===== src/rtl/r32_pkg.sv =====
`default_nettype none
// ============================================================================
//  Module      : r32_pkg
//  Description : Shared types and constants for the r32 instruction front end.
//  Revision    : 1.0 - initial release
// ============================================================================
package r32_pkg;

    typedef logic [31:0] addr_t;
    typedef logic [31:0] word_t;

    localparam int    INSTR_BYTES           = 4;
    localparam addr_t RESET_VECTOR          = 32'h0000_0200;
    localparam int    FETCH_DEPTH           = 4;
    localparam int    FETCH_MAX_OUTSTANDING = 2;

    // One prefetched instruction together with the address it came from.
    typedef struct packed {
        addr_t pc;
        word_t data;
    } fetch_entry_t;

    // Clears the byte-offset bits of an address.
    function automatic addr_t word_align(input addr_t a);
        return a & ~addr_t'(INSTR_BYTES - 1);
    endfunction

endpackage
`default_nettype wire


===== src/rtl/fetch_unit_if.sv =====
`default_nettype none
// ============================================================================
//  Module      : fetch_unit_if
//  Description : Instruction-memory channel, decode handshake and redirect
//                port of the fetch unit. "master" is the fetch unit side,
//                "slave" is the memory/decode/branch environment side.
//  Revision    : 1.0 - initial release
// ============================================================================
interface fetch_unit_if
    import r32_pkg::*;
#(
    parameter int ADDR_WIDTH = $bits(addr_t),
    parameter int DATA_WIDTH = $bits(word_t)
);
    // Memory request channel
    logic                  mem_req_valid;
    logic                  mem_req_ready;
    logic [ADDR_WIDTH-1:0] mem_req_addr;
    // Memory response channel (in order, never back-pressured)
    logic                  mem_rsp_valid;
    logic [DATA_WIDTH-1:0] mem_rsp_data;
    // Decode handshake
    logic                  instr_valid;
    logic                  instr_ready;
    logic [DATA_WIDTH-1:0] instr_data;
    logic [ADDR_WIDTH-1:0] instr_pc;
    // Control-flow redirect
    logic                  redirect_valid;
    logic [ADDR_WIDTH-1:0] redirect_pc;

    modport master (
        output mem_req_valid, mem_req_addr,
        input  mem_req_ready,
        input  mem_rsp_valid, mem_rsp_data,
        output instr_valid, instr_data, instr_pc,
        input  instr_ready,
        input  redirect_valid, redirect_pc
    );

    modport slave (
        input  mem_req_valid, mem_req_addr,
        output mem_req_ready,
        output mem_rsp_valid, mem_rsp_data,
        input  instr_valid, instr_data, instr_pc,
        output instr_ready,
        output redirect_valid, redirect_pc
    );
endinterface
`default_nettype wire


===== src/rtl/fetch_fifo.sv =====
`default_nettype none
// ============================================================================
//  Module      : fetch_fifo
//  Description : Registered synchronous FIFO with flush. Output is the stored
//                head (no write-through bypass). Depth need not be a power of
//                two, so pointers wrap explicitly at DEPTH-1.
//  Revision    : 1.0 - initial release
// ============================================================================
module fetch_fifo
    import r32_pkg::*;
#(
    parameter int WIDTH = $bits(fetch_entry_t),
    parameter int DEPTH = 4
) (
    input  wire logic                       clock,
    input  wire logic                       reset,
    input  wire logic                       flush,
    input  wire logic                       push,
    input  wire logic [WIDTH-1:0]           push_data,
    input  wire logic                       pop,
    output logic      [WIDTH-1:0]           pop_data,
    output logic      [$clog2(DEPTH+1)-1:0] count,
    output logic                            full,
    output logic                            empty
);
    localparam int PTR_W = (DEPTH > 1) ? $clog2(DEPTH) : 1;
    localparam int CNT_W = $clog2(DEPTH + 1);

    logic [WIDTH-1:0] storage [DEPTH];
    logic [PTR_W-1:0] rd_ptr;
    logic [PTR_W-1:0] wr_ptr;
    logic [CNT_W-1:0] count_q;
    logic             do_push;
    logic             do_pop;

    function automatic logic [PTR_W-1:0] ptr_inc(input logic [PTR_W-1:0] p);
        return (p == PTR_W'(DEPTH - 1)) ? '0 : p + PTR_W'(1);
    endfunction

    assign empty    = (count_q == '0);
    assign full     = (count_q == CNT_W'(DEPTH));
    assign count    = count_q;
    assign pop_data = storage[rd_ptr];

    // A pop frees a slot in the same cycle, so push-while-full is allowed alongside it.
    assign do_pop  = pop && !empty;
    assign do_push = push && (!full || do_pop);

    // Entry storage; contents are don't-care until written, so no reset.
    always_ff @(posedge clock) begin
        if (do_push && !flush) begin
            storage[wr_ptr] <= push_data;
        end
    end

    // Pointer and occupancy tracking; flush empties the FIFO in one cycle.
    always_ff @(posedge clock) begin
        if (reset || flush) begin
            rd_ptr  <= '0;
            wr_ptr  <= '0;
            count_q <= '0;
        end else begin
            if (do_push) begin
                wr_ptr <= ptr_inc(wr_ptr);
            end
            if (do_pop) begin
                rd_ptr <= ptr_inc(rd_ptr);
            end
            case ({do_push, do_pop})
                2'b10:   count_q <= count_q + CNT_W'(1);
                2'b01:   count_q <= count_q - CNT_W'(1);
                default: count_q <= count_q;
            endcase
        end
    end

endmodule
`default_nettype wire


===== src/rtl/fetch_unit.sv =====
`default_nettype none
// ============================================================================
//  Module      : fetch_unit
//  Description : Sequential instruction-fetch front end. Issues word-aligned
//                fetches from a reset vector with bounded outstanding requests,
//                buffers returned words with their PCs in a prefetch FIFO and
//                flushes/restarts on a redirect.
//  Revision    : 1.0 - initial release
// ============================================================================
module fetch_unit
    import r32_pkg::*;
#(
    parameter int                    ADDR_WIDTH      = $bits(addr_t),
    parameter int                    DATA_WIDTH      = $bits(word_t),
    parameter logic [ADDR_WIDTH-1:0] RESET_PC        = ADDR_WIDTH'(RESET_VECTOR),
    parameter int                    DEPTH           = FETCH_DEPTH,
    parameter int                    MAX_OUTSTANDING = FETCH_MAX_OUTSTANDING
) (
    input  wire logic   clock,
    input  wire logic   reset,
    fetch_unit_if.master bus
);
    localparam int                    CNT_W   = $clog2(DEPTH + 1);
    localparam int                    SUM_W   = CNT_W + 1;
    localparam int                    QCNT_W  = $clog2(MAX_OUTSTANDING + 1);
    localparam int                    ENTRY_W = ADDR_WIDTH + DATA_WIDTH;
    localparam logic [ADDR_WIDTH-1:0] PC_STEP = ADDR_WIDTH'(DATA_WIDTH / 8);

    // Registered state
    logic [ADDR_WIDTH-1:0] pc;
    logic [CNT_W-1:0]      outstanding;
    logic [CNT_W-1:0]      drop;

    // Derived control
    logic [CNT_W-1:0]      outstanding_next;
    logic [CNT_W-1:0]      fifo_count;
    logic [SUM_W-1:0]      credit_used;
    logic                  req_valid;
    logic                  req_fire;
    logic                  rsp_discard;
    logic                  rsp_push;
    logic                  instr_pop;
    logic                  instr_valid;

    // FIFO-side signals
    logic [ADDR_WIDTH-1:0] rsp_pc;
    logic [ENTRY_W-1:0]    head;
    logic                  fifo_empty;
    logic                  fifo_full;
    logic [QCNT_W-1:0]     pcq_count;
    logic                  pcq_full;
    logic                  pcq_empty;
    logic                  unused_status;

    // Stale in-flight requests still hold credit, so every response that
    // arrives is guaranteed a FIFO slot even if it is later discarded.
    assign credit_used = SUM_W'(outstanding) + SUM_W'(fifo_count);
    assign req_valid   = !reset
                         && (outstanding < CNT_W'(MAX_OUTSTANDING))
                         && (credit_used < SUM_W'(DEPTH));
    assign req_fire    = req_valid && bus.mem_req_ready;

    assign rsp_discard = bus.mem_rsp_valid && ((drop != '0) || bus.redirect_valid);
    assign rsp_push    = bus.mem_rsp_valid && !rsp_discard;

    assign instr_valid = !reset && !fifo_empty;
    assign instr_pop   = instr_valid && bus.instr_ready && !bus.redirect_valid;

    assign bus.mem_req_valid = req_valid;
    assign bus.mem_req_addr  = pc;
    assign bus.instr_valid   = instr_valid;
    assign bus.instr_pc      = head[ENTRY_W-1:DATA_WIDTH];
    assign bus.instr_data    = head[DATA_WIDTH-1:0];

    assign unused_status = ^{pcq_count, pcq_full, pcq_empty, fifo_full};

    // In-flight count after this cycle's request fire and response return.
    always_comb begin
        outstanding_next = outstanding;
        case ({req_fire, bus.mem_rsp_valid})
            2'b10:   outstanding_next = outstanding + CNT_W'(1);
            2'b01:   outstanding_next = outstanding - CNT_W'(1);
            default: outstanding_next = outstanding;
        endcase
    end

    // Fetch PC, outstanding count and stale-response drop count; redirect wins.
    always_ff @(posedge clock) begin
        if (reset) begin
            pc          <= RESET_PC;
            outstanding <= '0;
            drop        <= '0;
        end else begin
            outstanding <= outstanding_next;
            if (bus.redirect_valid) begin
                pc   <= bus.redirect_pc & ~ADDR_WIDTH'(3);
                drop <= outstanding_next;
            end else begin
                if (req_fire) begin
                    pc <= pc + PC_STEP;
                end
                if (bus.mem_rsp_valid && (drop != '0)) begin
                    drop <= drop - CNT_W'(1);
                end
            end
        end
    end

    // Addresses of accepted requests, retired one per response in order.
    // Never flushed: stale entries pop alongside their discarded responses.
    fetch_fifo #(
        .WIDTH (ADDR_WIDTH),
        .DEPTH (MAX_OUTSTANDING)
    ) u_req_pc_q (
        .clock     (clock),
        .reset     (reset),
        .flush     (1'b0),
        .push      (req_fire),
        .push_data (pc),
        .pop       (bus.mem_rsp_valid),
        .pop_data  (rsp_pc),
        .count     (pcq_count),
        .full      (pcq_full),
        .empty     (pcq_empty)
    );

    // Prefetch buffer of {pc, instruction} presented to decode.
    fetch_fifo #(
        .WIDTH (ENTRY_W),
        .DEPTH (DEPTH)
    ) u_prefetch (
        .clock     (clock),
        .reset     (reset),
        .flush     (bus.redirect_valid),
        .push      (rsp_push),
        .push_data ({rsp_pc, bus.mem_rsp_data}),
        .pop       (instr_pop),
        .pop_data  (head),
        .count     (fifo_count),
        .full      (fifo_full),
        .empty     (fifo_empty)
    );

endmodule
`default_nettype wire


===== src/flat_wrapper.sv =====
// flat-port wrapper written by rule: the top's interface ports become plain ports
module fetch_unit_flat import r32_pkg::*;
#(
    parameter int                    ADDR_WIDTH      = $bits(addr_t),
    parameter int                    DATA_WIDTH      = $bits(word_t),
    parameter logic [ADDR_WIDTH-1:0] RESET_PC        = ADDR_WIDTH'(RESET_VECTOR),
    parameter int                    DEPTH           = FETCH_DEPTH,
    parameter int                    MAX_OUTSTANDING = FETCH_MAX_OUTSTANDING
)
  (clock, reset, bus_mem_req_valid, bus_mem_req_addr, bus_mem_req_ready, bus_mem_rsp_valid, bus_mem_rsp_data, bus_instr_valid, bus_instr_data, bus_instr_pc, bus_instr_ready, bus_redirect_valid, bus_redirect_pc);
  fetch_unit_if #(.ADDR_WIDTH(ADDR_WIDTH), .DATA_WIDTH(DATA_WIDTH)) bus_i ();
  input  wire logic clock;
  input  wire logic reset;
  output wire logic [$bits(bus_i.mem_req_valid)-1:0] bus_mem_req_valid;
  output wire logic [$bits(bus_i.mem_req_addr)-1:0] bus_mem_req_addr;
  input wire logic [$bits(bus_i.mem_req_ready)-1:0] bus_mem_req_ready;
  input wire logic [$bits(bus_i.mem_rsp_valid)-1:0] bus_mem_rsp_valid;
  input wire logic [$bits(bus_i.mem_rsp_data)-1:0] bus_mem_rsp_data;
  output wire logic [$bits(bus_i.instr_valid)-1:0] bus_instr_valid;
  output wire logic [$bits(bus_i.instr_data)-1:0] bus_instr_data;
  output wire logic [$bits(bus_i.instr_pc)-1:0] bus_instr_pc;
  input wire logic [$bits(bus_i.instr_ready)-1:0] bus_instr_ready;
  input wire logic [$bits(bus_i.redirect_valid)-1:0] bus_redirect_valid;
  input wire logic [$bits(bus_i.redirect_pc)-1:0] bus_redirect_pc;
  assign bus_mem_req_valid = bus_i.mem_req_valid;
  assign bus_mem_req_addr = bus_i.mem_req_addr;
  assign bus_i.mem_req_ready = bus_mem_req_ready;
  assign bus_i.mem_rsp_valid = bus_mem_rsp_valid;
  assign bus_i.mem_rsp_data = bus_mem_rsp_data;
  assign bus_instr_valid = bus_i.instr_valid;
  assign bus_instr_data = bus_i.instr_data;
  assign bus_instr_pc = bus_i.instr_pc;
  assign bus_i.instr_ready = bus_instr_ready;
  assign bus_i.redirect_valid = bus_redirect_valid;
  assign bus_i.redirect_pc = bus_redirect_pc;
  fetch_unit #(.ADDR_WIDTH(ADDR_WIDTH), .DATA_WIDTH(DATA_WIDTH), .RESET_PC(RESET_PC), .DEPTH(DEPTH), .MAX_OUTSTANDING(MAX_OUTSTANDING)) u_core (.clock(clock), .reset(reset), .bus(bus_i));
endmodule

===== config.mk =====
export PLATFORM = sky130hd
export DESIGN_NAME = fetch_unit_flat
export DESIGN_NICKNAME = d
export VERILOG_FILES = /design/src/rtl/r32_pkg.sv /design/src/rtl/fetch_unit_if.sv /design/src/rtl/fetch_fifo.sv /design/src/rtl/fetch_unit.sv /design/src/flat_wrapper.sv
export SDC_FILE = /design/constraint.sdc
export NUM_CORES = 1
export LEC_CHECK = 0
export ABC_AREA = 1
export ABC_CLOCK_PERIOD_IN_PS = 12100
export CAP_MARGIN = 20
export CORE_ASPECT_RATIO = 0.75
export CORE_MARGIN = 1.5
export CORE_UTILIZATION = 30
export CTS_CLUSTER_DIAMETER = 120
export DETAILED_ROUTE_END_ITERATION = 16
export RECOVER_POWER = 100
export SLEW_MARGIN = 10
export SYNTH_ARGS = -nofsm -noshare
export SYNTH_HDL_FRONTEND = slang
export SYNTH_HIERARCHICAL = 1
export SYNTH_SLANG_ARGS = --single-unit

===== constraint.sdc =====
create_clock -name clock -period 12.1 [get_ports clock]
set_input_delay 1.815 -clock clock [delete_from_list [all_inputs] [get_ports clock]]
set_output_delay 1.815 -clock clock [all_outputs]
set_load 0.05 [all_outputs]

======== Word level (Yosys, flattened, before mapping) ========
Memories as Yosys holds them, arrays and structs flattened. A register that Yosys moved wholly into a read port is not among the register bits.
Cells that the tools add are included.
storage, ports and cells
  memories ................................ 2
  flip-flop bits (word level) ............. 49
  bits of input ports ..................... 70
  bits in latches ......................... 0
  bits in writable memories ............... 320
  bits in read-only memories .............. 0
  word-level logic and storage cells ...... 89
cells by class
  multipliers ............................. 0
  shifts and indexed selects .............. 0
  multiplexer cells ....................... 19
  equality and inequality tests ........... 10
  magnitude comparators ................... 2
  add/sub/neg operators ................... 13
  bitwise operators ....................... 0
  div/mod/pow operators ................... 0
  reductions and logical operators ........ 33
memory list
  name                       words  width  rd ports  clocked after Yosys merged registers in  wr ports  RTL line          text
  u_core.u_prefetch.storage  4      64     1         1                                        1         fetch_fifo.sv:29  logic [WIDTH-1:0] storage [DEPTH];
  u_core.u_req_pc_q.storage  2      32     1         1                                        1         fetch_fifo.sv:29
operators with widths
  operator                 count
  $mux W32                 2
  $add A32 B3 Y32 const B  1
  $logic_and A1 B1 Y1      14
  $eq A2 B2 Y1 const B     6
  $pmux W3 S2              2
  $sub A3 B1 Y3 const B    3
  $mux W1                  8
  $mux W2                  4
  $reduce_bool A2 Y1       4
  $logic_not A1 Y1         7
  $add A2 B1 Y2 const B    3
  $add A3 B1 Y3 const B    2
  $eq A2 B1 Y1 const B     3
  $mux W3                  2
  $add A3 B3 Y4            1
  $logic_or A1 B1 Y1       4
  $lt A4 B3 Y1 const B     1
  $pmux W2 S2              1
  $eq A3 B3 Y1 const B     1
  $logic_not A3 Y1         1
  $lt A3 B2 Y1 const B     1
  $reduce_bool A3 Y1       1
  $add A1 B1 Y1 const B    2
  $logic_not A2 Y1         1
  other kinds (2)          2

======== Logic depth before layout (Yosys ltp) ========
Gate-level depths: netlist of run 1.
  word-level depth ........................ 11
  depth in mapped cells ................... 14
  depth with buffers taken out ............ 14

======== By module ========
The synthesis of run 1 kept the hierarchy.
by module, submodules not included
  module                           seq. area each (sq um)  area each (sq um)  instances  cells an instance
  fetch_fifo at u_core.u_prefetch  7867.5                  10024.6            1          688
  fetch_unit                       720.7                   2606.2             1          424
  fetch_fifo at u_core.u_req_pc_q  2021.9                  2563.7             1          137

======== Least setup slack after synthesis of run 1 ========
Ideal clock, no wire load.
  path kind ............................... input -> register
  start ................................... input port reset
  end ..................................... memory u_core/u_prefetch/storage[0][0] (netlist bit), enable pin
  library setup time ...................... 486 ps
  slack ................................... 5426 ps
  data arrival time ....................... 6188 ps
  path buffers ............................ 1
  required time ........................... 11614 ps
  stages .................................. 9
  cell sequence ........................... clkbuf_1 nor2_1 nand2_1 nor2_1 inv_1 nand2_2 nand2_2 or2_4 nor2_1
between the ends
  word-level cells in the longest chain between the ends .. 10
RTL lines
  element                            RTL line            text
  start: declaration                 flat_wrapper.sv:13  input wire logic reset;
  $logic_not A1 Y1                   fetch_unit.sv:66    assign instr_valid = !reset && !fifo_empty;
  $logic_and A1 B1 Y1                fetch_unit.sv:66
  net bus_instr_valid                flat_wrapper.sv:19  output wire logic [$bits(bus_i.instr_valid)-1:0] bus_instr_valid;
  $logic_and A1 B1 Y1 (2 in series)  fetch_unit.sv:67    assign instr_pop = instr_valid && bus.instr_ready && !bus.redirect_valid;
  net u_core.instr_pop               fetch_unit.sv:42    logic instr_pop;
  $logic_and A1 B1 Y1                fetch_fifo.sv:46    assign do_pop = pop && !empty;
  $logic_or A1 B1 Y1                 fetch_fifo.sv:47    assign do_push = push && (!full || do_pop);
  $logic_and A1 B1 Y1                fetch_fifo.sv:47
  $logic_and A1 B1 Y1                fetch_fifo.sv:51    if (do_push && !flush) begin
  $mux W1                            fetch_fifo.sv:51
  $mux W1 (not written as such)      fetch_fifo.sv:52    storage[wr_ptr] <= push_data;
  end: declaration                   fetch_fifo.sv:29
The timed path passes the listed nets, and every way through them passes these cells.

==> reports/metrics.yaml, run 1 <==
detailed_routing:
  drt_iter0_drc: 748
  via_per_inst: 4.725
  firstDrtPassIters: 5
  wire_per_inst_um: 17.84
  wl_um: 37490
  num_vias: 9928
  drcViolationCount: 0
  postRouteAntennaNets: 0
outcome:
  status: "finished, violations left"
  violations: "max-capacitance violations, max-slew violations"
placed_design:
  dp_cells: 2031
  io_buffers: 163
  dpl_cell_area_mm2: 0.01743
  dp_hpwl_um: 22440
  place.gp.congestion: 0.8839
clock_tree:
  numClockSinks: 370
  cts_tree: "done"
  postCtsSetupBuffers: 0
  clk_pin_slew_ns: 0.06
  hold_buffers: 0
  cts.repair.resized: 0
  cts_buffer_depth: 3
  cts_root_buf: "clkbuf_16"
  clock_latency_ns: 0.55
  cts_max_level: 2
  cts_buffers: 39
synthesis:
  synth.avg_cell_area_um2: 12.18
  syn_area_mm2: 0.01519
  syn_inst: 1247
  yosysWarningCount: 6
sta:
  slew_headroom_pct: -140.2
  tightest_slew_ns: 3.603
  rsz0062_at_grt: "false"
  final.setup.tns_ns: 0
  worst_clock_skew_ns: 0.01870
  slew_viol_final: 433
  fin_hold_ws_ns: 0.4698
  fin_crit_sh_pct: 69.48
  post-route-min-period_ns: 8.407
  timing.fmax_mhz: 118.9
  finalSetupViolations: 0
  hold_violations: 0
setup_path:
  cp_top_family: "buffers and inverters"
  crit_buf_inv: 3
  crit_required_ns: 10.28
  crit_path_start_kind: "flip-flop"
  crit_chain: "clkinvlp_2 -> clkbuf_1 -> o21ai_1 -> o22ai_1 -> dlygate4sd3_1"
  crit_path_max_incr_delay_ns: 2.61
  crit_slowest_cell: "clkbuf_1"
  cp_max_fo: 74
  critPathKind: "reg -> out"
  arrival_ns: 6.59
  endpoint_kind: "output port"
floorplanning:
  die_y_um: 197.9
  die_x_um: 262.8
  num_io_pins: 168
  rows: 71
  core_mm2: 0.05010
  die_area_mm2: 0.05200
  initial_utilization_pct: 30.31
finish:
  final_area_mm2: 0.01853
  layout.cells.non_filler: 2101
  antenna_cells: 0
  final_common_cell: "edfxtp_1"
  drive_above_1_share_pct: 5.956
  final_nets: 1498
  final_cell_mix: "edfxtp_1 (320), nor2_1 (197), nand2_1 (129)"
  fillers: 4859
  syn2layout_area_growth_pct: 22.01
global_route:
  grt_pass1_wl_um: 57330
  grt_max_degree: 85
  global_route.overflow_total: 0
  grt_pass1_vias: 9454
  grt_usage_pct: 14.49
  grt_antenna_before_repair: 0
pwr:
  ir_drop_mv: 0.07219
  p_leak_nw: 6.336
  total_power_mw: 2.838
  p_per_area_mw_per_mm2: 153.2
hold_path:
  hp-class: "reg -> reg"
flow_run:
  maxCapViolations: 15
[where the power goes]
group / switching, mW / internal, mW / total (mW)
Combinational: 0.162 / 0.0735 / 0.235
Sequential: 0.0283 / 1.42 / 1.45
Clock: 0.478 / 0.675 / 1.15
[worst paths after layout]
check | slack, ns | cells after the start | start | end
min reg2reg | 0.47 | 2 | u_core/u_req_pc_q/rd_ptr | u_core/u_req_pc_q/rd_ptr
min | 0.47 | 2 | u_core/u_req_pc_q/rd_ptr | u_core/u_req_pc_q/rd_ptr
max reg2reg | 6.63 | 7 | u_core/u_prefetch/count[1] | u_core/u_req_pc_q/storage[1][24]
max | 3.69 | 5 | flip-flop | bus_instr_pc[31]
[per-stage QoR]
step	util, %	setup WS, ns
2_1_floorplan	-	5.426
3_3_place_gp	34.80	6.284
3_5_place_dp	34.80	6.242
4_1_cts	37.25	6.418
5_1_grt	36.98	3.138
6_report	36.98	3.693
[tightest hold or removal path: cells and delay by family (launching register included)]
kind                   cells  cell delay, ns
AO/OA/AOI/OAI              1            0.06
flip-flops                 1            0.29
buffers and inverters      1            0.07
[state kept, by name, summed over array words and instances (netlist names), named ones only]
register,flops
u_core/u_prefetch/storage,256
u_core/u_req_pc_q/storage,64
u_core/bus.mem_req_addr,30
u_core/drop,3
u_core/outstanding,3
u_core/u_prefetch/count,3
u_core/u_prefetch/rd_ptr,2
u_core/u_prefetch/wr_ptr,2
u_core/u_req_pc_q/count,2
u_core/u_req_pc_q/rd_ptr,1
u_core/u_req_pc_q/wr_ptr,1
[final cells by class]
cell class / count / area [um^2] / share of cell area, %
sequential: 370 / 10620 / 57.29
multi-input combinational: 743 / 3841 / 20.73
timing repair buffer: 176 / 1703 / 9.190
clock buffer: 53 / 1091 / 5.888
tap: 657 / 822.0 / 4.436
inverter: 85 / 320.3 / 1.729
clock inverter: 17 / 136.4 / 0.7360
[layer usage]
metal  GRT usage, %  wire [um]  up-vias
met5              0          0        -
met4          3.941        756        0
met3          3.669       2570       55
met2          22.62      16800      310
met1          20.00      17360     4787
li1               -          -     4776
(Power assumes the default switching activity.)
==> inputs of run 2 (changes only) <==
--- a/config.mk
+++ b/config.mk
@@ -6,7 +6,7 @@
 export NUM_CORES = 1
 export LEC_CHECK = 0
 export ABC_AREA = 1
-export ABC_CLOCK_PERIOD_IN_PS = 12100
+export ABC_CLOCK_PERIOD_IN_PS = 6800
 export CAP_MARGIN = 20
 export CORE_ASPECT_RATIO = 0.75
 export CORE_MARGIN = 1.5
==> constraint.sdc (replaced) <==
create_clock -name clock -period 6.8 [get_ports clock]
set_input_delay 1.02 -clock clock [delete_from_list [all_inputs] [get_ports clock]]
set_output_delay 1.02 -clock clock [all_outputs]
set_load 0.05 [all_outputs]
==> reports/metrics.yaml, run 2 (synthesized netlist as in run 1, its figures left out) <==
finish:
  final_common_cell: "edfxtp_1"
  antenna_cells: 0  # unchanged
  syn2layout_area_growth_pct: 23.41
  fillers: 4796  # -1.3%
  final_cell_mix: "edfxtp_1 (320), nor2_1 (193), nand2_1 (129)"
  largest_register_ffs: 256  # unchanged
  drive_above_1_share_pct: 7.118  # +1.2 points
  layout.cells.non_filler: 2104  # +0.14%
  final_area_mm2: 0.01874  # +1.2%
  top_register: "u_core/u_prefetch/storage"
  final_nets: 1501  # +0.20%
clock_tree:
  hold_buffers: 0  # unchanged
  postCtsSetupBuffers: 0  # unchanged
  cts_max_level: 2  # unchanged
  numClockSinks: 370  # unchanged
  clk_pin_slew_ns: 0.06  # about the same
  cts_tree: "done"
  clock_latency_ns: 0.54  # about the same
  cts.repair.resized: 0  # unchanged
  cts_buffer_depth: 3  # unchanged
  cts_root_buf: "clkbuf_16"
  cts_buffers: 40  # +2.6%
setup_path:
  crit_path_start_kind: "input port"
  critPathKind: "in -> reg"
  arrival_ns: 5.82  # -0.77 ns
  crit_required_ns: 7.03  # -3.25 ns
  endpoint_kind: "flip-flop"
  cp_max_fo: 29  # -61%
sta:
  setup_slack_ns: 1.210  # -2.483 ns
  rsz0062_at_grt: "false"
  final.setup.tns_ns: 0  # unchanged
  finalSetupViolations: 0  # unchanged
  slew_headroom_pct: -39.04  # +100 points
  worst_clock_skew_ns: 0.01918  # +0.0004887 ns
  hold_violations: 0  # unchanged
  timing.fmax_mhz: 178.9
  fin_crit_sh_pct: 82.21
  slew_viol_final: 131  # -70%
  post-route-min-period_ns: 5.590
  tightest_slew_ns: 2.086  # -1.518 ns
detailed_routing:
  via_per_inst: 4.746  # +0.43%
  wl_um: 38010  # +1.4%
  drcViolationCount: 0  # unchanged
  firstDrtPassIters: 7  # +2
  num_vias: 9985  # +0.57%
  postRouteAntennaNets: 0  # unchanged
  drt_iter0_drc: 827  # +11%
  wire_per_inst_um: 18.07  # +1.3%
placed_design:
  io_buffers: 163  # unchanged
  dp_cells: 2033  # +0.098%
  dp_hpwl_um: 23070  # +2.8%
  place.gp.congestion: 0.8367  # -5.3%
  pre_cts_ws_ns: 2.036  # -4.207 ns
  dpl_cell_area_mm2: 0.01745  # about the same
global_route:
  grt_max_degree: 82  # -3.5%
  grt_antenna_before_repair: 0  # unchanged
  grt_usage_pct: 14.41  # -0.083 points
  grt_pass1_vias: 9542  # +0.93%
  grt_pass1_wl_um: 57280  # about the same
  global_route.overflow_total: 0  # unchanged
pwr:
  total_power_mw: 5.262  # +85%
  ir_drop_mv: 0.1786  # +150%
  p_per_area_mw_per_mm2: 280.8  # +83%
  p_leak_nw: 6.429  # +1.5%
outcome:
  status: "finished, violations left"
  violations: "max-capacitance violations, max-slew violations"
floorplanning:
  initial_utilization_pct: 30.31  # unchanged
  rows: 71  # unchanged
  die_area_mm2: 0.05200  # unchanged
  die_x_um: 262.8  # unchanged
  die_y_um: 197.9  # unchanged
  num_io_pins: 168  # unchanged
  core_mm2: 0.05010  # unchanged
hold_path:
  hp-class: "reg -> reg"
flow_run:
  maxCapViolations: 5  # -10
==> run 2: metrics by stage <==
stage / hold slack (ns) / utilization, %
finish: 0.4807 / 37.41
global route: 0.5103 / 37.41
CTS: 0.4864 / 37.58
detailed placement: 0.4762 / 34.83
global placement: 0.4616 / 34.83
floorplan: 0.4528 / -
==> run 2: final timing paths <==
check / startpoint / end / slack, ns / cells past startpoint
worst max-delay path: bus_redirect_valid / u_core/u_prefetch/storage[2][39] / 1.21 / 9
worst min-delay path: u_core/u_req_pc_q/rd_ptr / u_core/u_req_pc_q/rd_ptr / 0.48 / 2
worst max register to register: u_core/outstanding[2] / u_core/u_req_pc_q/storage[0][24] / 2.43 / 7
worst min register to register: u_core/u_req_pc_q/rd_ptr / u_core/u_req_pc_q/rd_ptr / 0.48 / 2
==> run 2: cell type report <==
class / count / area, um^2 / share of cell area (%)
clock inverter: 19 / 261.5 / 1.395
tap: 657 / 822.0 / 4.386
multi-input combinational: 743 / 3875 / 20.67
clock buffer: 52 / 1119 / 5.968
timing repair buffer: 178 / 1729 / 9.226
sequential: 370 / 10620 / 56.64
inverter: 85 / 321.6 / 1.716
==> run 2: power breakdown <==
group / total (mW) / switching, mW / internal [mW] / leakage, nW
registers: 2.58 / 0.0525 / 2.53 / 3.31
clock network: 2.26 / 0.871 / 1.39 / 0.663
logic: 0.421 / 0.289 / 0.131 / 2.46
total: 5.26 / 1.21 / 4.05 / 6.43
==> run 2: worst max-delay path, cell delays in order <==
cell,delay (ns)
clkdlybuf4s50_1,0.45
clkbuf_1,1.28
clkinv_1,1.28
nand2_1,0.24
nor2_1,0.13
nand2_1,0.17
or2_0,0.51
nor2_4,0.30
buf_4,0.38
==> run 2: metal layers <==
layer | track usage (%) | vias up | routed length, um
li1 | - | 4790 | -
met1 | 19.69 | 4831 | 17450
met2 | 23.42 | 327 | 17300
met3 | 3.457 | 37 | 2830
met4 | 2.735 | 0 | 440
met5 | 0 | - | 0
==> inputs of run 3 (changes only) <==
--- a/config.mk
+++ b/config.mk
@@ -6,7 +6,7 @@
 export NUM_CORES = 1
 export LEC_CHECK = 0
 export ABC_AREA = 1
-export ABC_CLOCK_PERIOD_IN_PS = 6800
+export ABC_CLOCK_PERIOD_IN_PS = 5400
 export CAP_MARGIN = 20
 export CORE_ASPECT_RATIO = 0.75
 export CORE_MARGIN = 1.5
==> constraint.sdc (replaced) <==
create_clock -name clock -period 5.4 [get_ports clock]
set_input_delay 0.81 -clock clock [delete_from_list [all_inputs] [get_ports clock]]
set_output_delay 0.81 -clock clock [all_outputs]
set_load 0.05 [all_outputs]
==> reports/metrics.yaml, run 3 (synthesized netlist as in run 1, its figures left out) <==
setup_path:
  cp_max_fo: 28  # -3.4%
  rrSetupSlack_ns: 1.20  # -1.23 ns
  arrival_ns: 4.78  # -1.04 ns
  critPathKind: "in -> reg"
  endpoint_kind: "flip-flop"
  rr_worst_depth: 7  # unchanged
  r2r-start: "u_core/u_prefetch/count[1]"
  cp-endpoint: "u_core/u_req_pc_q/storage[1][21]"
  crit_required_ns: 5.60  # -1.43 ns
  crit_start: "reset"
  crit_path_start_kind: "input port"
  r2r-end: "u_core/u_req_pc_q/storage[1][21]"
clock_tree:
  cts_buffer_depth: 3  # unchanged
  cts_buffers: 39  # -2.5%
  postCtsSetupBuffers: 0  # unchanged
  cts_tree: "done"
  cts_max_level: 2  # unchanged
  hold_buffers: 0  # unchanged
  clk_pin_slew_ns: 0.06  # about the same
  cts_root_buf: "clkbuf_16"
  cts.repair.resized: 0  # unchanged
  clock_latency_ns: 0.55  # about the same
  numClockSinks: 370  # unchanged
sta:
  post-route-min-period_ns: 4.588
  fin_crit_sh_pct: 84.96
  timing.fmax_mhz: 218.0
  slew_headroom_pct: -42.48  # -3.4 points
  worst_clock_skew_ns: 0.01347  # -0.005720 ns
  finalSetupViolations: 0  # unchanged
  hold_violations: 0  # unchanged
  tightest_slew_ns: 2.137  # +0.05162 ns
  fin_hold_ws_ns: 0.4872  # +0.006517 ns
  slew_viol_final: 341  # +160%
  setup_slack_ns: 0.8124  # -0.3974 ns
  rsz0062_at_grt: "false"
floorplanning:
  rows: 71  # unchanged
  initial_utilization_pct: 30.31  # unchanged
  num_io_pins: 168  # unchanged
  die_area_mm2: 0.05200  # unchanged
  die_x_um: 262.8  # unchanged
  die_y_um: 197.9  # unchanged
  core_mm2: 0.05010  # unchanged
finish:
  final_area_mm2: 0.01867  # -0.40%
  largest_register_ffs: 256  # unchanged
  final_util_pct: 37.26  # -0.15 points
  syn2layout_area_growth_pct: 22.92
  final_common_cell: "edfxtp_1"
  final_cell_mix: "edfxtp_1 (320), nor2_1 (194), dlygate4sd3_1 (128), nand2_1 (128), o21ai_0 (102)"
  antenna_cells: 0  # unchanged
  final_nets: 1502  # +0.067%
  top_register: "u_core/u_prefetch/storage"
  drive_above_1_share_pct: 7.172  # +0.054 points
global_route:
  grt_max_degree: 85  # +3.7%
  global_route.overflow_total: 0  # unchanged
  grt_usage_pct: 14.34  # -0.071 points
  grt_pass1_wl_um: 56980  # -0.52%
  grt_pass1_vias: 9723  # +1.9%
  grt_antenna_before_repair: 0  # unchanged
pwr:
  ir_drop_mv: 0.1624  # -9.0%
  p_per_area_mw_per_mm2: 347.5  # +24%
  p_leak_nw: 6.404  # -0.38%
outcome:
  violations: "max-capacitance violations, max-slew violations"
  status: "finished, violations left"
detailed_routing:
  wire_per_inst_um: 17.81  # -1.4%
  wl_um: 37520  # -1.3%
  num_vias: 9933  # -0.52%
  via_per_inst: 4.714  # -0.66%
  postRouteAntennaNets: 0  # unchanged
  firstDrtPassIters: 5  # -2
  drcViolationCount: 0  # unchanged
  drt_iter0_drc: 722  # -13%
placed_design:
  pre_cts_ws_ns: 1.649  # -0.3861 ns
  dpl_cell_area_mm2: 0.01751  # +0.37%
  io_buffers: 163  # unchanged
  dp_hpwl_um: 22560  # -2.2%
  place.gp.congestion: 0.8633  # +3.2%
flow_run:
  maxCapViolations: 7  # +2
hold_path:
  hp-class: "reg -> reg"
[run 3: cell types whose count changed in the layout (fill, tap and decap cells not counted), moves of 2 or more]
cell / delta
buf_4: -7
clkinv_2: +6
clkbuf_2: +5
clkbuf_1: +4
clkbuf_8: -3
clkdlybuf4s50_1: -3
dlygate4sd3_1: +3
clkbuf_16: -2
clkinvlp_4: -2
inv_6: +2
nand3_1: -2
nand3_2: +2
[run 3: critical path, stage by stage]
cell	delay, ns
dlygate4sd3_1	0.72
nor2_1	0.19
nand2_2	0.07
nor3_1	1.08
o21ai_0	0.47
nor3_1	0.88
buf_4	0.52
[run 3: layout make-up]
class / count / area [um^2]
fill: 4797 / 31440
sequential: 370 / 10620
multi-input combinational: 743 / 3881
timing repair buffer: 180 / 1733
clock buffer: 48 / 1031
tap: 657 / 822.0
inverter: 85 / 321.6
clock inverter: 24 / 264.0
[run 3: layer usage]
metal	vias to the layer above	wire length (um)	track usage, %
li1	4779	-	-
met1	4810	17570	19.78
met2	293	16920	22.57
met3	51	2371	3.233
met4	0	650	4.199
met5	-	0	0
[run 3: worst min-delay path by stage]
stage               depth (start not counted)                       end                      from
finish                                      2                 flip-flop  u_core/u_req_pc_q/rd_ptr
floorplan                                   2                 flip-flop  u_core/u_req_pc_q/rd_ptr
global placement                            2  u_core/u_req_pc_q/rd_ptr  u_core/u_req_pc_q/rd_ptr
CTS                                         2                 flip-flop  u_core/u_req_pc_q/rd_ptr
detailed placement                          2                 flip-flop  u_core/u_req_pc_q/rd_ptr
global route                                2                 flip-flop  u_core/u_req_pc_q/rd_ptr
[run 3: where the power goes]
group | switching (mW) | total, mW | internal, mW
clock | 1.10 | 2.71 | 1.61
sequential | 0.0629 | 3.25 | 3.19
combinational | 0.362 | 0.526 | 0.164
[run 3: stage by stage]
step,cells,TNS [ns],power (mW)
2_1_floorplan,1255,-68.98,3.639
3_3_place_gp,2035,0,3.863
3_5_place_dp,2035,0,3.873
4_1_cts,2107,0,6.614
5_1_grt,2107,0,6.731
6_report,2107,0,6.488
